$ cat config.mk
export PLATFORM = sky130hd
export DESIGN_NAME = we_run_sequencer
export DESIGN_NICKNAME = d
export VERILOG_FILES = /design/src/rtl/we_run_sequencer.sv
export SDC_FILE = /design/constraint.sdc
export NUM_CORES = 1
export LEC_CHECK = 0
export CAP_MARGIN = 20
export CORE_UTILIZATION = 40
export DETAILED_ROUTE_END_ITERATION = 7
export GPL_TIMING_DRIVEN = 0
export HOLD_SLACK_MARGIN = 0.06
export PLACE_DENSITY = 0.59
export SLEW_MARGIN = 20
export SYNTH_ARGS = -nofsm -noshare
export SYNTH_HDL_FRONTEND = slang
export SYNTH_SLANG_ARGS = --single-unit
export TNS_END_PERCENT = 100
$ cat constraint.sdc
create_clock -name clk_512k -period 5 [get_ports clk_512k]
set_input_delay 1 -clock clk_512k [delete_from_list [all_inputs] [get_ports clk_512k]]
set_output_delay 1 -clock clk_512k [all_outputs]
set_load 0.02 [all_outputs]
$ cat src/rtl/we_run_sequencer.sv
// we_run_sequencer
// Hardware-timed measurement loop for WETOP in the 512 kHz weClk domain:
// configure SPI, settle, run task, gap, repeat for n_runs, with done-edge
// supervision and timeout.
//
// Ports:
//   clk_512k        sole clock; rst synchronous active-high
//   start / abort   one-cycle control pulses from the host
//   n_runs, cfg_every, settle_cyc, gap_cyc, timeout_cyc
//                   sequence configuration, latched on an accepted start
//   done_spi / done_task
//                   WETOP completion (level or pulse, rising edge used)
//   trigger_config / trigger_task
//                   one-cycle trigger pulses to WETOP
//   busy, run_idx, seq_done, err_timeout, err_cfg, state_o
//                   status readback
module we_run_sequencer #(
  parameter int unsigned CNT_W = 32,
  parameter int unsigned RUN_W = 16
) (
  input  logic             clk_512k,
  input  logic             rst,
  input  logic             start,
  input  logic             abort,
  input  logic [RUN_W-1:0] n_runs,
  input  logic             cfg_every,
  input  logic [CNT_W-1:0] settle_cyc,
  input  logic [CNT_W-1:0] gap_cyc,
  input  logic [CNT_W-1:0] timeout_cyc,
  input  logic             done_spi,
  input  logic             done_task,
  output logic             trigger_config,
  output logic             trigger_task,
  output logic             busy,
  output logic [RUN_W-1:0] run_idx,
  output logic             seq_done,
  output logic             err_timeout,
  output logic             err_cfg,
  output logic [2:0]       state_o
);

  typedef enum logic [2:0] {
    ST_IDLE      = 3'd0,
    ST_CFG       = 3'd1,
    ST_CFG_WAIT  = 3'd2,
    ST_SETTLE    = 3'd3,
    ST_TASK      = 3'd4,
    ST_TASK_WAIT = 3'd5,
    ST_GAP       = 3'd6,
    ST_DONE      = 3'd7
  } state_t;

  state_t           state_q, state_d;
  logic [CNT_W-1:0] cnt_q, cnt_d;
  logic [RUN_W-1:0] run_idx_q, run_idx_d;
  logic             err_timeout_q, err_timeout_d;
  logic             err_cfg_q, err_cfg_d;
  logic             spi_prev_q, task_prev_q;

  // Shadow copies of the configuration, frozen for the whole sequence.
  logic [RUN_W-1:0] n_runs_q, n_runs_d;
  logic             cfg_every_q, cfg_every_d;
  logic [CNT_W-1:0] settle_q, settle_d;
  logic [CNT_W-1:0] gap_q, gap_d;
  logic [CNT_W-1:0] timeout_q, timeout_d;

  logic             spi_edge, task_edge;
  logic             timeout_hit;
  logic [CNT_W-1:0] cnt_inc;
  logic [RUN_W-1:0] run_next;
  state_t           next_run_st;

  assign spi_edge  = done_spi  & ~spi_prev_q;
  assign task_edge = done_task & ~task_prev_q;
  assign cnt_inc   = cnt_q + CNT_W'(1);
  assign run_next  = run_idx_q + RUN_W'(1);
  // Comparing against timeout-1 means the counter never needs to exceed
  // timeout_cyc, so full-scale values work without an extra bit.
  assign timeout_hit = (timeout_q != '0) && (cnt_q == timeout_q - CNT_W'(1));
  assign next_run_st = cfg_every_q ? ST_CFG : ST_TASK;

  always_comb begin
    state_d       = state_q;
    cnt_d         = cnt_q;
    run_idx_d     = run_idx_q;
    err_timeout_d = err_timeout_q;
    err_cfg_d     = err_cfg_q;
    n_runs_d      = n_runs_q;
    cfg_every_d   = cfg_every_q;
    settle_d      = settle_q;
    gap_d         = gap_q;
    timeout_d     = timeout_q;

    unique case (state_q)
      ST_IDLE: begin
        if (start && !abort) begin
          n_runs_d      = n_runs;
          cfg_every_d   = cfg_every;
          settle_d      = settle_cyc;
          gap_d         = gap_cyc;
          timeout_d     = timeout_cyc;
          run_idx_d     = '0;
          err_timeout_d = 1'b0;
          err_cfg_d     = (n_runs == '0);
          if (n_runs != '0) state_d = ST_CFG;
        end
      end
      ST_CFG: begin
        cnt_d   = '0;
        state_d = ST_CFG_WAIT;
      end
      ST_CFG_WAIT: begin
        if (spi_edge) begin
          cnt_d   = '0;
          state_d = (settle_q != '0) ? ST_SETTLE : ST_TASK;
        end else if (timeout_hit) begin
          err_timeout_d = 1'b1;
          state_d       = ST_DONE;
        end else if (timeout_q != '0) begin
          cnt_d = cnt_inc;
        end
      end
      ST_SETTLE: begin
        if (cnt_q == settle_q - CNT_W'(1)) state_d = ST_TASK;
        else                               cnt_d   = cnt_inc;
      end
      ST_TASK: begin
        cnt_d   = '0;
        state_d = ST_TASK_WAIT;
      end
      ST_TASK_WAIT: begin
        if (task_edge) begin
          run_idx_d = run_next;
          cnt_d     = '0;
          if (run_next == n_runs_q) state_d = ST_DONE;
          else if (gap_q != '0)     state_d = ST_GAP;
          else                      state_d = next_run_st;
        end else if (timeout_hit) begin
          err_timeout_d = 1'b1;
          state_d       = ST_DONE;
        end else if (timeout_q != '0) begin
          cnt_d = cnt_inc;
        end
      end
      ST_GAP: begin
        if (cnt_q == gap_q - CNT_W'(1)) state_d = next_run_st;
        else                            cnt_d   = cnt_inc;
      end
      ST_DONE: state_d = ST_IDLE;
      default: state_d = ST_IDLE;
    endcase

    // Abort overrides whatever the state logic decided, including a done
    // edge or timeout landing in the same cycle: progress and flags hold.
    if (abort && state_q != ST_IDLE) begin
      state_d       = ST_IDLE;
      run_idx_d     = run_idx_q;
      err_timeout_d = err_timeout_q;
    end
  end

  always_ff @(posedge clk_512k) begin
    if (rst) begin
      state_q       <= ST_IDLE;
      cnt_q         <= '0;
      run_idx_q     <= '0;
      err_timeout_q <= 1'b0;
      err_cfg_q     <= 1'b0;
      spi_prev_q    <= 1'b0;
      task_prev_q   <= 1'b0;
      n_runs_q      <= '0;
      cfg_every_q   <= 1'b0;
      settle_q      <= '0;
      gap_q         <= '0;
      timeout_q     <= '0;
    end else begin
      state_q       <= state_d;
      cnt_q         <= cnt_d;
      run_idx_q     <= run_idx_d;
      err_timeout_q <= err_timeout_d;
      err_cfg_q     <= err_cfg_d;
      spi_prev_q    <= done_spi;
      task_prev_q   <= done_task;
      n_runs_q      <= n_runs_d;
      cfg_every_q   <= cfg_every_d;
      settle_q      <= settle_d;
      gap_q         <= gap_d;
      timeout_q     <= timeout_d;
    end
  end

  assign trigger_config = (state_q == ST_CFG);
  assign trigger_task   = (state_q == ST_TASK);
  assign seq_done       = (state_q == ST_DONE);
  assign busy           = (state_q != ST_IDLE);
  assign run_idx        = run_idx_q;
  assign err_timeout    = err_timeout_q;
  assign err_cfg        = err_cfg_q;
  assign state_o        = state_q;

endmodule
==> results of run 1 <==
==> power by group through the flow <==
stage / combinational, uW / clock, uW / sequential, uW
global placement: 3410 / 0 / 1710
floorplan: 2480 / 0 / 1660
finish: 3530 / 1310 / 1680
global route: 3820 / 1380 / 1710
CTS: 3460 / 1330 / 1680
detailed placement: 3440 / 0 / 1710
==> final timing paths <==
kind,start,cells after the start,to,slack (ns)
worst max-delay path,gap_q[0],12,cnt_q[5],0.46
worst min-delay path,n_runs_q[13],2,n_runs_q[13],0.47
worst max register to register,gap_q[0],12,cnt_q[5],0.46
worst min register to register,n_runs_q[13],2,n_runs_q[13],0.47
==> tightest hold or removal path, cell delays in order, from the launching register on <==
cell and delay (ns):
dfxtp_1 0.32, nand2_1 0.05, a21oi_1 0.05
==> layout make-up <==
class | count | area share (%)
multi-input combinational | 1278 | 54.0
sequential | 168 | 23.9
timing repair buffer | 142 | 10.1
buffer | 122 | 3.79
tap | 378 | 3.36
clock buffer | 17 | 3.02
clock inverter | 15 | 0.925
inverter | 33 | 0.881
==> cell families after synthesis <==
logic type                 Yosys count  share of synthesized area (%)
and+or+nand+nor                    736                           31.9
AOI/OAI and AO/OA                  370                           20.0
xor gates and xnor gates           148                           11.2
buffers and inverters              155                           5.67
DFF                                168                           29.0
adders and majority gates            6                          0.647
muxes                               18                           1.58
==> Yosys cell counts (5+ instances only) <==
cell	n	area, um^2
a211oi_1	19	143
a21oi_1	165	826
a221oi_2	10	150
a311oi_1	5	43.8
a31oi_1	19	119
a41oi_1	7	61.3
and2_1	13	81.3
and3_1	20	125
and4_1	12	105
buf_1	9	33.8
buf_2	6	30.0
buf_6	9	101
clkbuf_1	98	368
dfxtp_1	168	3360
ha_1	6	75.1
inv_1	32	120
mux2i_1	16	160
nand2_1	311	1170
nand2b_1	6	37.5
nand3_1	39	195
nand3b_1	6	45.0
nand4_1	29	181
nor2_1	92	345
nor2b_1	13	81.3
nor3_1	57	285
nor3b_1	11	82.6
nor4_1	44	275
o211ai_1	10	75.1
o21ai_0	60	300
o21ai_1	12	60.1
o22ai_1	10	62.6
o311ai_0	5	43.8
o41ai_1	6	52.6
or3_1	22	138
or4_1	22	165
xnor2_1	98	858
xor2_1	50	438
==> routing by layer <==
metal / share of wire (%) / GRT usage [%] / vias up
li1: - / - / 6046
met4: 3.4 / 11.8 / 0
met3: 8.1 / 6.66 / 79
met1: 44 / 36.9 / 5773
met2: 44 / 43.5 / 449
met5: 0 / 0 / -
==> stage by stage <==
| step | hold slack [ns] | std cells | utilization, % | area [um^2] |
|---|---|---|---|---|
| after floorplan | 0.446 | 1601 | - | 11600 |
| after global placement | 0.458 | 2121 | 47.9 | 13500 |
| after detailed placement | 0.463 | 2121 | 47.9 | 13500 |
| after CTS | 0.472 | 2153 | 49.9 | 14100 |
| after global routing | 0.502 | 2153 | 49.9 | 14100 |
| final | 0.471 | 2153 | 49.9 | 14100 |
==> registers in the layout (all words and copies together), names as in the netlist <==
register	cells
run_idx	16
timeout_q	32
task_prev_q	1
n_runs_q	16
cfg_every_q	1
spi_prev_q	1
cnt_q	32
err_cfg	1
state_o	3
gap_q	32
err_timeout	1
settle_q	32
==> impl_metrics.py, run 1 <==
metrics = {
    "run_status": {
        "status": "complete, no violations",
    },
    "clock_tree": {
        "hold_buffers": 0,
        "clock_path_buffers": 2,
        "root_buffer": "clkbuf_16",
        "cts_made_buffers": 17,
        "clk_pin_slew_ns": 0.07,
        "cts_max_level": 4,
        "worstSkewPairLatency_ns": 0.45,
        "post-cts-setup-buffer-count": 0,
        "cts-resized-gates": 0,
        "cts_tree": "done",
        "cts_sinks": 168,
    },
    "die": {
        "start_util_pct": 41.2,
        "chipWidth_um": 172,
        "die_h_um": 172,
        "dieArea_um2": 29700,
        "rows": 61,
        "fp.coreArea_um2": 28200,
        "ios": 144,
    },
    "pwr": {
        "p_clk_share_pct": 20.0,
        "power.total_uw": 6510,
        "p_comb_share_pct": 54.2,
        "irDropWorstVdd_mv": 0.231,
        "switchingPower_uw": 3020,
        "p_seq_share_pct": 25.8,
        "power_leakage_uw": 0.00485,
        "switching_share_pct": 46.4,
        "p_int_uw": 3490,
        "power_density_nw_per_um2": 463,
    },
    "sta": {
        "finClkSkew_ns": 0.0146,
        "fin_crit_ns": 4.54,
        "maxSlewViolCount": 0,
        "final_hold_viol_count": 0,
        "setup_violations": 0,
        "min_period_over_period_pct": 90.8,
        "max_slew.worst_pin.slew_ns": 1.02,
        "rsz0062_at_grt": "no",
        "worst_slack_ns": 0.462,
        "max_clock_freq_mhz": 220,
        "fin_setup_tns_ns": 0,
        "slew_headroom_pct": 32.0,
    },
    "placement": {
        "gp_congestion": 0.971,
        "hpwlAfterDp_um": 31400,
        "port-buffer-count": 142,
        "dp_slack_ns": 0.688,
    },
    "worst_setup_path": {
        "critPathTopFamily": "simple AND/OR/NAND/NOR gates",
        "cp.required_ns": 5.29,
        "path_class": "flop to flop",
        "cp_cell_sequence": "inv_1, ha_1, or4b_1, nor4_1, nor3b_1, a31oi_1, a2111oi_2, a21oi_2, o211ai_2, buf_2, a21oi_1, nor3_1",
        "end_kind": "flop",
        "critPathArrivalTime_ns": 4.82,
        "critPathSlowestCell": "a2111oi_2",
        "slowest_delay_ns": 0.81,
        "critical_path_buf_inv_count": 2,
        "start_kind": "flop",
        "crit_fanout": 10,
    },
    "routing": {
        "num_vias": 12347,
        "firstDrtPassIters": 6,
        "viasPerCell": 5.73,
        "drt_iter0_drc": 1070,
        "wl_um": 41400,
        "postRouteAntennaNets": 0,
        "drc": 0,
        "wl_per_cell_um": 19.2,
    },
    "hold_path": {
        "hold_class": "flop to flop",
    },
    "logic_synthesis": {
        "synth_area_um2": 11600,
        "async_flop_share_pct": 0,
        "synth.yosys.seq_area_share_pct": 29.0,
        "synth_edf_count": 0,
        "ys_warn_count": 0,
        "avgSynthCellArea_um2": 7.24,
        "synth.net_count": 1726,
        "ys_types": 78,
        "synth-main-ff-cell": "dfxtp_1",
        "yosys_register_bits": 168,
        "synth_cells": 1601,
    },
    "finish": {
        "n_fill_cell": 2912,
        "multiInputGateArea_um2": 7590,
        "areaGrowthSynthToFinish_pct": 21.3,
        "nNetsFinal": 1887,
        "seqCellArea_um2": 3360,
        "layout-drive-gt1-share_pct": 5.18,
        "layout.cells.most_common": "nand2_1",
        "n_antenna_cell": 0,
        "final_cell_mix": "nand2_1, dfxtp_1, a21oi_1",
    },
    "grt": {
        "antenna_found_initial": 1,
        "grt-ovfl-total": 0,
        "grt_first_pass_wirelength_um": 62500,
        "grt_pass1_vias": 11067,
        "grt_usage_pct": 28.0,
        "grt_max_degree": 18,
    },
    "run": {
        "maxCapViolations": 0,
    },
}
No activity file was read; power rests on OpenSTA's default activity.
==> run 2: changes to the inputs <==
ABC_AREA = 0   (was not set)
CORE_UTILIZATION = 57   (was 40)
PLACE_DENSITY = 0.8   (was 0.59)
SLEW_MARGIN = not set   (was 20)
==> impl_metrics.py, run 2 (same netlist as run 1, synthesis figures left out) <==
metrics = {
    "grt": {
        "grt_usage_pct": 38.7,
        "grt_pass1_vias": 11470,
        "grt_max_degree": 17,
        "grt_first_pass_wirelength_um": 61500,
        "grt-ovfl-total": 0,
        "antenna_found_initial": 3,
    },
    "finish": {
        "layout.cells.most_common": "nand2_1",
        "final_cell_mix": "nand2_1, dfxtp_1, a21oi_1",
        "n_fill_cell": 1722,
        "final_cells": 2044,
        "areaGrowthSynthToFinish_pct": 20.7,
        "nNetsFinal": 1891,
        "final_util_pct": 71.0,
        "multiInputGateArea_um2": 7570,
        "seqCellArea_um2": 3360,
        "layout-drive-gt1-share_pct": 5.01,
    },
    "clock_tree": {
        "cts_max_level": 4,
        "worstSkewPairLatency_ns": 0.44,
        "cts_sinks": 168,
        "clock_path_buffers": 2,
        "cts-resized-gates": 0,
        "root_buffer": "clkbuf_16",
        "post-cts-setup-buffer-count": 0,
        "cts_made_buffers": 17,
        "hold_buffers": 0,
        "clk_pin_slew_ns": 0.07,
        "cts_tree": "done",
    },
    "pwr": {
        "power_density_nw_per_um2": 473,
        "p_seq_share_pct": 25.5,
        "p_clk_share_pct": 21.6,
        "p_int_uw": 3690,
        "power.total_uw": 6620,
        "switchingPower_uw": 2930,
        "power_leakage_uw": 0.00492,
        "switching_share_pct": 44.3,
        "irDropWorstVdd_mv": 0.288,
        "p_comb_share_pct": 53.0,
    },
    "worst_setup_path": {
        "critPathArrivalTime_ns": 4.70,
        "reg2reg_depth": 14,
        "r2r_start": "gap_q[0]",
        "r2r_setup_slack_ns": 0.65,
        "end_kind": "flop",
        "start_kind": "flop",
        "cp.required_ns": 5.35,
        "crit_fanout": 10,
        "reg2reg_to": "cnt_q[8]",
        "path_class": "flop to flop",
    },
    "routing": {
        "firstDrtPassIters": 6,
        "drc": 0,
        "viasPerCell": 6.24,
        "drt_iter0_drc": 1254,
        "num_vias": 12749,
        "postRouteAntennaNets": 0,
        "wl_um": 40100,
        "wl_per_cell_um": 19.6,
    },
    "placement": {
        "dp.cells": 2009,
        "hpwlAfterDp_um": 29800,
        "gp_congestion": 0.989,
        "port-buffer-count": 142,
    },
    "run_status": {
        "status": "complete, no violations",
    },
    "sta": {
        "max_clock_freq_mhz": 230,
        "slew_headroom_pct": 30.1,
        "finClkSkew_ns": 0.0123,
        "fin_setup_tns_ns": 0,
        "final_hold_viol_count": 0,
        "setup_violations": 0,
        "rsz0062_at_grt": "no",
        "fin_crit_ns": 4.35,
        "min_period_over_period_pct": 87.0,
        "maxSlewViolCount": 0,
        "hold_slack_ns": 0.470,
        "max_slew.worst_pin.slew_ns": 1.05,
    },
    "die": {
        "chipWidth_um": 145,
        "fp.coreArea_um2": 19700,
        "ios": 144,
        "dieArea_um2": 20900,
        "start_util_pct": 58.8,
        "die_h_um": 145,
        "rows": 51,
    },
    "hold_path": {
        "min_from": "n_runs_q[13]",
        "worstHoldEndpoint": "n_runs_q[13]",
        "whs_path_depth": 2,
        "hold_class": "flop to flop",
    },
    "run": {
        "maxCapViolations": 0,
    },
}
## run 2: worst max path at each step
stage / to / from / slack [ns]
floorplan: cnt_q[28] / timeout_q[4] / 1.39
global placement: cnt_q[26] / gap_q[2] / 0.51
detailed placement: cnt_q[28] / timeout_q[4] / 0.77
CTS: cnt_q[28] / timeout_q[4] / 0.76
global route: cnt_q[26] / settle_q[0] / 0.43
finish: cnt_q[8] / gap_q[0] / 0.65
## run 2: area by class of cell
cell class,instances,area share [%]
flip-flops and latches,168,24.0
well taps,265,2.37
clock inverters,11,1.23
multi-input cells,1278,54.1
diodes,1,0.0179
plain buffers,122,3.81
inverters,33,0.885
repair buffers,146,10.4
clock buffers,20,3.19
## run 2: per-stage QoR
step / instance area (um^2) / setup slack, ns
final: 14000 / 0.648
after global routing: 14000 / 0.428
after CTS: 14000 / 0.759
after detailed placement: 13400 / 0.767
after global placement: 13300 / 0.513
after floorplan: 11600 / 1.39
## run 2: power groups by stage
stage          logic [uW]  registers, uW  clock network [uW]
2_1_floorplan        2480           1660                   0
3_3_place_gp         3320           1700                   0
3_5_place_dp         3380           1710                   0
4_1_cts              3400           1680                1430
5_1_grt              3750           1710                1490
6_report             3510           1690                1430
## run 2: metal layers
layer	routed length [um]	track usage (%)	vias to the layer above
li1	-	-	6057
met1	16300	50.1	5850
met2	17700	60.9	712
met3	4170	7.91	130
met4	1860	19.6	0
met5	0	0	-
## run 2: critical path, cell delays in order (launching register included)
cell and delay [ns]:
dfxtp_1 0.36, inv_1 0.08, ha_1 0.29, or4b_1 0.53, nor4_1 0.44, nand4_1 0.29, and4_1 0.31, nor3_1 0.24
a2111oi_1 0.12, buf_2 0.19, a21oi_2 0.19, o211a_1 0.23, clkbuf_1 0.46, o21ai_0 0.25, a221oi_2 0.27
